File: src/rtl/slc_pkg.sv
// rtl/slc_pkg.sv - shared state encoding and helpers for the smart lighting controller
package slc_pkg;

   localparam int SLC_STATE_W = 3;

   typedef enum logic [SLC_STATE_W-1:0] {
      AUTO_OFF  = 3'd0,
      AUTO_ON   = 3'd1,
      AUTO_HOLD = 3'd2,
      MAN_OFF   = 3'd3,
      MAN_ON    = 3'd4
   } slc_state_t;

   function automatic int max(input int a, input int b);
      return (a > b) ? a : b;
   endfunction

   function automatic logic lamp_of(input slc_state_t s);
      return (s == AUTO_ON) || (s == AUTO_HOLD) || (s == MAN_ON);
   endfunction

   function automatic logic led_of(input slc_state_t s);
      return (s == MAN_OFF) || (s == MAN_ON);
   endfunction

endpackage

File: src/rtl/slc_channel.sv
// rtl/slc_channel.sv - one lamp channel: button edge detect, mode FSM, hold/idle counter
// Optional manual-mode idle timeout enabled by SLC_MANUAL_TIMEOUT_EN.
module slc_channel
   import slc_pkg::*;
#(
   parameter int HOLD_CYCLES    = 1000,
   parameter int MANUAL_TIMEOUT = 100000
) (
   input  logic clk,
   input  logic rst_n,
   input  logic mode_btn,
   input  logic tog_btn,
   input  logic presence,
   input  logic dark,
   output logic lamp,
   output logic manual_led
);

`ifdef SLC_MANUAL_TIMEOUT_EN
   localparam int CNT_MAX = max(HOLD_CYCLES, MANUAL_TIMEOUT);
`else
   localparam int CNT_MAX = HOLD_CYCLES;
`endif
   localparam int CNT_W = max($clog2(CNT_MAX + 1), 1);

   localparam logic [CNT_W-1:0] HOLD_LOAD = CNT_W'((HOLD_CYCLES > 0) ? HOLD_CYCLES - 1 : 0);
`ifdef SLC_MANUAL_TIMEOUT_EN
   localparam logic [CNT_W-1:0] MAN_LOAD  = CNT_W'((MANUAL_TIMEOUT > 0) ? MANUAL_TIMEOUT - 1 : 0);
`else
   localparam logic [CNT_W-1:0] MAN_LOAD  = '0;
`endif

   if (MANUAL_TIMEOUT < 1 || HOLD_CYCLES < 0) begin : g_bad_param
      $error("slc_channel: HOLD_CYCLES must be >= 0 and MANUAL_TIMEOUT >= 1");
   end

   slc_state_t       state, state_nxt;
   logic [CNT_W-1:0] cnt, cnt_nxt;
   logic             mode_q, tog_q;
   logic             mode_e, tog_e;

   assign mode_e = mode_btn & ~mode_q;
   assign tog_e  = tog_btn  & ~tog_q;

   // Leaving a lit state without presence goes through the hold window unless it is empty.
   always_comb begin
      state_nxt = state;
      cnt_nxt   = cnt;
      case (state)
         AUTO_OFF: begin
            if (mode_e) begin
               state_nxt = MAN_OFF;
               cnt_nxt   = MAN_LOAD;
            end else if (presence && dark) begin
               state_nxt = AUTO_ON;
            end
         end
         AUTO_ON: begin
            if (mode_e) begin
               state_nxt = MAN_ON;
               cnt_nxt   = MAN_LOAD;
            end else if (!dark) begin
               state_nxt = AUTO_OFF;
            end else if (!presence) begin
               state_nxt = (HOLD_CYCLES == 0) ? AUTO_OFF : AUTO_HOLD;
               cnt_nxt   = HOLD_LOAD;
            end
         end
         AUTO_HOLD: begin
            if (mode_e) begin
               state_nxt = MAN_ON;
               cnt_nxt   = MAN_LOAD;
            end else if (!dark) begin
               state_nxt = AUTO_OFF;
            end else if (presence) begin
               state_nxt = AUTO_ON;
            end else if (cnt == '0) begin
               state_nxt = AUTO_OFF;
            end else begin
               cnt_nxt   = cnt - CNT_W'(1);
            end
         end
         MAN_OFF: begin
            if (mode_e) begin
               state_nxt = AUTO_OFF;
            end else if (tog_e) begin
               state_nxt = MAN_ON;
               cnt_nxt   = MAN_LOAD;
            end
`ifdef SLC_MANUAL_TIMEOUT_EN
            else if (cnt == '0) begin
               state_nxt = AUTO_OFF;
            end else begin
               cnt_nxt   = cnt - CNT_W'(1);
            end
`endif
         end
         MAN_ON: begin
            if (mode_e) begin
               state_nxt = (HOLD_CYCLES == 0) ? AUTO_OFF : AUTO_HOLD;
               cnt_nxt   = HOLD_LOAD;
            end else if (tog_e) begin
               state_nxt = MAN_OFF;
               cnt_nxt   = MAN_LOAD;
            end
`ifdef SLC_MANUAL_TIMEOUT_EN
            else if (cnt == '0) begin
               state_nxt = (HOLD_CYCLES == 0) ? AUTO_OFF : AUTO_HOLD;
               cnt_nxt   = HOLD_LOAD;
            end else begin
               cnt_nxt   = cnt - CNT_W'(1);
            end
`endif
         end
         default: begin
            state_nxt = AUTO_OFF;
            cnt_nxt   = '0;
         end
      endcase
   end

   // Outputs are registered from the next state so they track the state register exactly.
   always_ff @(posedge clk or negedge rst_n) begin
      if (!rst_n) begin
         state      <= AUTO_OFF;
         cnt        <= '0;
         mode_q     <= 1'b0;
         tog_q      <= 1'b0;
         lamp       <= 1'b0;
         manual_led <= 1'b0;
      end else begin
         state      <= state_nxt;
         cnt        <= cnt_nxt;
         mode_q     <= mode_btn;
         tog_q      <= tog_btn;
         lamp       <= lamp_of(state_nxt);
         manual_led <= led_of(state_nxt);
      end
   end

endmodule

File: src/rtl/smart_lighting_ctrl.sv
// rtl/smart_lighting_ctrl.sv - multi-channel smart lighting controller top
// Optional manual-mode idle timeout enabled by SLC_MANUAL_TIMEOUT_EN.
module smart_lighting_ctrl
   import slc_pkg::*;
#(
   parameter int NUM_CH         = 4,
   parameter int HOLD_CYCLES    = 1000,
   parameter int MANUAL_TIMEOUT = 100000
) (
   input  logic              clk,
   input  logic              rst_n,
   input  logic [NUM_CH-1:0] mode_btn,
   input  logic [NUM_CH-1:0] tog_btn,
   input  logic [NUM_CH-1:0] presence,
   input  logic              dark,
   output logic [NUM_CH-1:0] lamp,
   output logic [NUM_CH-1:0] manual_led,
   output logic              any_on
);

   for (genvar gi = 0; gi < NUM_CH; gi++) begin : g_ch
      slc_channel #(
         .HOLD_CYCLES    (HOLD_CYCLES),
         .MANUAL_TIMEOUT (MANUAL_TIMEOUT)
      ) u_ch (
         .clk        (clk),
         .rst_n      (rst_n),
         .mode_btn   (mode_btn[gi]),
         .tog_btn    (tog_btn[gi]),
         .presence   (presence[gi]),
         .dark       (dark),
         .lamp       (lamp[gi]),
         .manual_led (manual_led[gi])
      );
   end

   assign any_on = |lamp;

endmodule

File: config.mk
export PLATFORM = sky130hd
export DESIGN_NAME = smart_lighting_ctrl
export DESIGN_NICKNAME = d
export VERILOG_FILES = /design/src/rtl/slc_pkg.sv /design/src/rtl/slc_channel.sv /design/src/rtl/smart_lighting_ctrl.sv
export SDC_FILE = /design/constraint.sdc
export NUM_CORES = 1
export LEC_CHECK = 0
export ABC_AREA = 1
export CORE_ASPECT_RATIO = 0.6
export CORE_MARGIN = 2
export CORE_UTILIZATION = 25
export DETAILED_ROUTE_END_ITERATION = 8
export GPL_TIMING_DRIVEN = 0
export MAX_ROUTING_LAYER = met4
export SLEW_MARGIN = 30
export SYNTH_ARGS = -nofsm -noshare
export SYNTH_HDL_FRONTEND = slang
export SYNTH_SLANG_ARGS = --single-unit
File: constraint.sdc
create_clock -name clk -period 2.2 [get_ports clk]
set_input_delay 0.44 -clock clk [delete_from_list [all_inputs] [get_ports clk]]
set_output_delay 0.44 -clock clk [all_outputs]
set_load 0.005 [all_outputs]
[Yosys cells after proc, flatten, opt, wreduce, memory -nomap -nowiden]
Index checks and enable logic that the tools add are counted.
Cells by class
  bitwise operators: 16
  equality and inequality tests: 60
  add/subtract/negate cells: 4
  reductions and logical operators: 29
  muxes and demuxes: 104
Operators with widths (count)
  $mux W10: 44
  $pmux W10 S5: 4
  $mux W3: 52
  $ne A3 B2 Y1 const B: 20
  $pmux W3 S5: 4
  $eq A3 B2 Y1 const B: 16
  $logic_not A10 Y1: 4
  $sub A10 B1 Y10 const B: 4
  $reduce_and A7 Y1: 4
  $eq A3 B1 Y1 const B: 8
  $eq A3 B3 Y1 const B: 8
  $logic_not A3 Y1: 4
  $logic_or A1 B1 Y1: 12
  $and A1 B1 Y1: 8
  $ne A2 B1 Y1 const B: 4
  $ne A2 B2 Y1 const B: 4
  $not A1 Y1: 8
  $logic_and A1 B1 Y1: 4
  $reduce_or A4 Y1: 1
Word-level totals
  register bits after elaboration: 68
  logic and storage cells: 237

[Depth between registers and ports, before layout]
  depth after elaboration: 9
  depth in mapped cells: 11
  gate-level depth less buffers: 11

[Hierarchy]
From an unflattened synthesis, not the netlist that was laid out.
Second synthesis, totals
  cells, all modules: 775
  area total of the unflattened synthesis: 4859.7 um^2
By module, submodules not included
  slc_channel (g_ch[0].u_ch ...): instances 3, cells an instance 191, area an instance 1193.6 um^2
  slc_channel (g_ch[3].u_ch): instances 1, cells an instance 199, area an instance 1267.5 um^2
  smart_lighting_ctrl: instances 1, cells an instance 3, area an instance 11.3 um^2

[Least setup slack after synthesis]
OpenSTA, ideal clock, no wires.
  path type: reg-to-reg
  start: reg g_ch[1].u_ch.cnt[0]
  end: reg g_ch[1].u_ch.cnt[5]
  clock period less this slack: 1642 ps
  arrival: 1526 ps
  path buffers: 1
  stages on the path, launching flop included: 11
  path slack: 558 ps
  cell sequence: dfrtp_1 inv_1 ha_1 nand2_1 nor2_1 nand3_1 o22ai_4 nor2_4 buf_6 nand2_1 nand2_1
Between the ends
  cells in the longest elaborated chain, start to end: 6
  elaborated cells on any way between the ends: 9
  classes of those cells: add/sub: 1; eq/ne: 1; mux: 5; reduce/logical: 2
RTL lines
  start, declared: RTL line slc_channel.sv:38  | logic [CNT_W-1:0] cnt, cnt_nxt;
  start signal, assigned: RTL line slc_channel.sv:133  | cnt <= cnt_nxt;
  $sub A10 B1 Y10: RTL line slc_channel.sv:80  | cnt_nxt = cnt - CNT_W'(1);
  $mux W10: RTL line slc_channel.sv:77  | end else if (cnt == '0) begin
  $mux W10: RTL line slc_channel.sv:75  | end else if (presence) begin
  $mux W10: RTL line slc_channel.sv:73  | end else if (!dark) begin
  $mux W10: RTL line slc_channel.sv:70  | if (mode_e) begin
  $pmux W10 S5: RTL line slc_channel.sv:49  | case (state)
Parallel ways exist; a longest one is shown, timed or not. The select of a mux whose other input is x is not followed.
A chain may end at the register's enable or synchronous reset.

[Final worst setup path]
  start: reg g_ch[0].u_ch.lamp
  end: out any_on
Between the ends
  cells in the longest elaborated chain, start to end: 1
RTL lines
  start, declared: RTL line slc_channel.sv:15  | output logic lamp,
  start signal, assigned: RTL line slc_channel.sv:136  | lamp <= lamp_of(state_nxt);
  $reduce_or A4 Y1: RTL line smart_lighting_ctrl.sv:37  | assign any_on = |lamp;
  end, declared: RTL line smart_lighting_ctrl.sv:18  | output logic any_on
No other way between the ends.

==> metrics <==
Setup CP Type reg -> out; CTS tree yes; number of placement rows 40; reg-to-reg endpoint g_ch[1].u_ch.cnt[8]; final design utilization 30.2%; first-pass GRT wire length 23800 um; clk_lat worst skew 0.35 ns; share of layout cells above drive strength 1 11.9%; post-synth top area share 33.7%; DP Wirelength 10400 um; # H-tree levels 3; core area 19900 um2; Nets 839; EDFF count, synth 0; non-filler instance count after layout 1098; RSZ-0062 raised after global routing no; Total Routing Usage GR 14.3%; synthesized area per cell 6.45 um2; P&R area growth vs syn 18.9%; Pre-Repair DR Iteration Count 5; Die Y 114 um; Die X 188 um; crit start category flop; Async S/R FF share, synth 100%; Slew Limit Fails 0; reg2reg setup slack 0.27 ns; Max-Cap Viols 0; DR vias/cell 4.66; Post-Syn Area 5050 um2; post-synthesis sequential area ratio 33.7%; register area 1700 um2; Final TNS setup 0 ns; Post-Syn Instances 784; Hold WC Path Type in -> async; initial core utilization 25.4%; Reg clk slew, reported paths 0.06 ns; maximum VDD drop 0.478 mV; DP Cell Count 1081; Routed WL per cell 12.7 um; n_diodes 0; Reg2Reg Depth 10; Post-DP Area 5650 um2; DRC Markers 0; final setup fails 0; r2r startpoint g_ch[1].u_ch.cnt[0]; CP startpoint g_ch[0].u_ch.lamp; area occupied by multi-input gates 2800 um2; critical path data arrival time 1.54 ns; Die Area 21400 um2; clock buffer depth 2; P_leak 3.02 nW; highest clock rate 0.505 GHz; Final Hold Fails 0; via count 5113; final wirelength 14000 um; top cell type by total area after synthesis dfrtp_1; Final Cell Area 6010 um2; Worst setup EP type primary output; total CTS buffers 9; initial antenna violation count 0; Pwr Density 1450 nW/um2; Max Fanout on Critical Path 2; Data required, critical path 1.76 ns; Congestion Overflow GR 0; top post-synthesis cells by area dfrtp_1 (34%), nand2_1 (17%), nand3_1 (12%); root buf cell clkbuf_16; Worst-Margin Slew 0.482 ns; vias in the first global route 4541; largest net degree at the start of global routing 47; IO Port Bufs 23; Final Power 8.74 mW; Final min period 1.98 ns; Ports 24; clock skew 0.0110 ns; RePlAce Congestion 0.866; Tcrit/Tclk final 90.0%; status finished clean; fillers 2207; Rel. slew slack 67.9%; clock sinks 68; Ys Warns 0; antenna-violating nets left 0; ys flop type dfrtp_1; Net Count, Synth 803; Seq cells post-synth 68; DRT iter0 DRCs 512; Synth cell types 34
## how the worst max path moves through the flow
stage | to | slack [ns] | depth (start not counted)
after global routing | g_ch[1].u_ch.cnt[6] | 0.09 | 10
after detailed placement | g_ch[0].u_ch.cnt[0] | -0.24 | 8
after CTS | g_ch[0].u_ch.cnt[0] | 0.12 | 8
after global placement | g_ch[2].u_ch.cnt[9] | -1.95 | 1
after floorplan | g_ch[1].u_ch.cnt[5] | 0.56 | 10
final | any_on | 0.22 | 2
## what timing repair did
action | in CTS | in global routing
pin swaps | 0 | 0
hold buffers | 0 | 0
setup buffers | 1 | 0
endpoints found under the hold margin | 0 | 0
endpoints found under the setup margin | 1 | 2
resized for setup | 1 | 2
gates cloned | 0 | 0
## area by class of cell
type	instances	area share, %
clock inverter	6	1.85
clock buffer	10	3.98
inverter	113	7.06
buffer	19	2.23
tap	273	5.69
timing repair buffer	25	4.35
multi-input combinational	584	46.5
sequential	68	28.3
## cells in the final DEF (no fill, tap or decap), types with 2 or more instances in the layout
master,n
a21oi_1,27
a31oi_1,4
buf_2,4
buf_4,11
buf_6,3
bufinv_16,3
clkbuf_1,2
clkbuf_16,9
clkdlybuf4s50_1,21
clkinv_1,2
dfrtp_1,68
ha_1,4
inv_1,90
inv_2,21
nand2_1,233
nand2_2,4
nand3_1,120
nand3_2,6
nand3_4,2
nand4_1,17
nor2_1,75
nor2_2,7
nor2_4,3
nor3_1,7
o211ai_1,4
o21a_1,2
o21ai_0,30
o21ai_1,15
o21ai_2,16
## registers in the layout, summed over array words and instances (netlist names)
name	count
g_ch.u_ch.cnt	40
g_ch.u_ch.lamp	4
g_ch.u_ch.mode_q	4
g_ch.u_ch.state	12
g_ch.u_ch.manual_led	4
g_ch.u_ch.tog_q	4
## power by group
| group | internal [mW] | switching [mW] | total [mW] |
|---|---|---|---|
| combinational | 1.68 | 3.15 | 4.83 |
| clock | 1.14 | 0.596 | 1.73 |
| sequential | 1.70 | 0.474 | 2.18 |
| total | 4.52 | 4.22 | 8.74 |
## critical path, cell delays in order (launching register included)
cell           delay, ns
dfrtp_1             0.42
or4_1               0.50
dlygate4sd2_1       0.27
## per-stage QoR
stage                     setup slack (ns)  hold slack, ns
final                                0.219         0.00593
after global routing                0.0944          0.0294
after CTS                            0.117          0.0152
after detailed placement            -0.240           0.385
after global placement               -1.95           0.494
after floorplan                      0.558           0.144
## cell usage after synthesis (all sizes together), types with 2 or more instances
master,instances
nor3,7
a21oi,28
nand4,17
ha,4
nand2,238
nor2,85
clkbuf,3
buf,16
o21ai,61
o21a,2
a31oi,4
inv,111
clkinv,2
o211ai,4
dfrtp,68
nand3,128
## kinds of logic (layout without fill, tap and decap cells)
group           after synthesis  in the layout  share of synthesized area (%)
simple gates                477            477                           42.0
compound gates              102            102                           12.2
flops                        68             68                           33.7
xor+xnor                      1              1                          0.173
buf+inv                     132            173                           11.0
fa+ha+maj                     4              4                          0.990
## layer usage
| layer | routed length [um] | share of wire (%) | track usage [%] |
|---|---|---|---|
| met3 | 1020 | 7.3 | 3.43 |
| met5 | 0 | 0 | - |
| met2 | 5030 | 36 | 17.8 |
| met4 | 186 | 1.3 | 3.99 |
| met1 | 7720 | 55 | 22.1 |
Note: power is estimated with default switching activity, not from simulation.
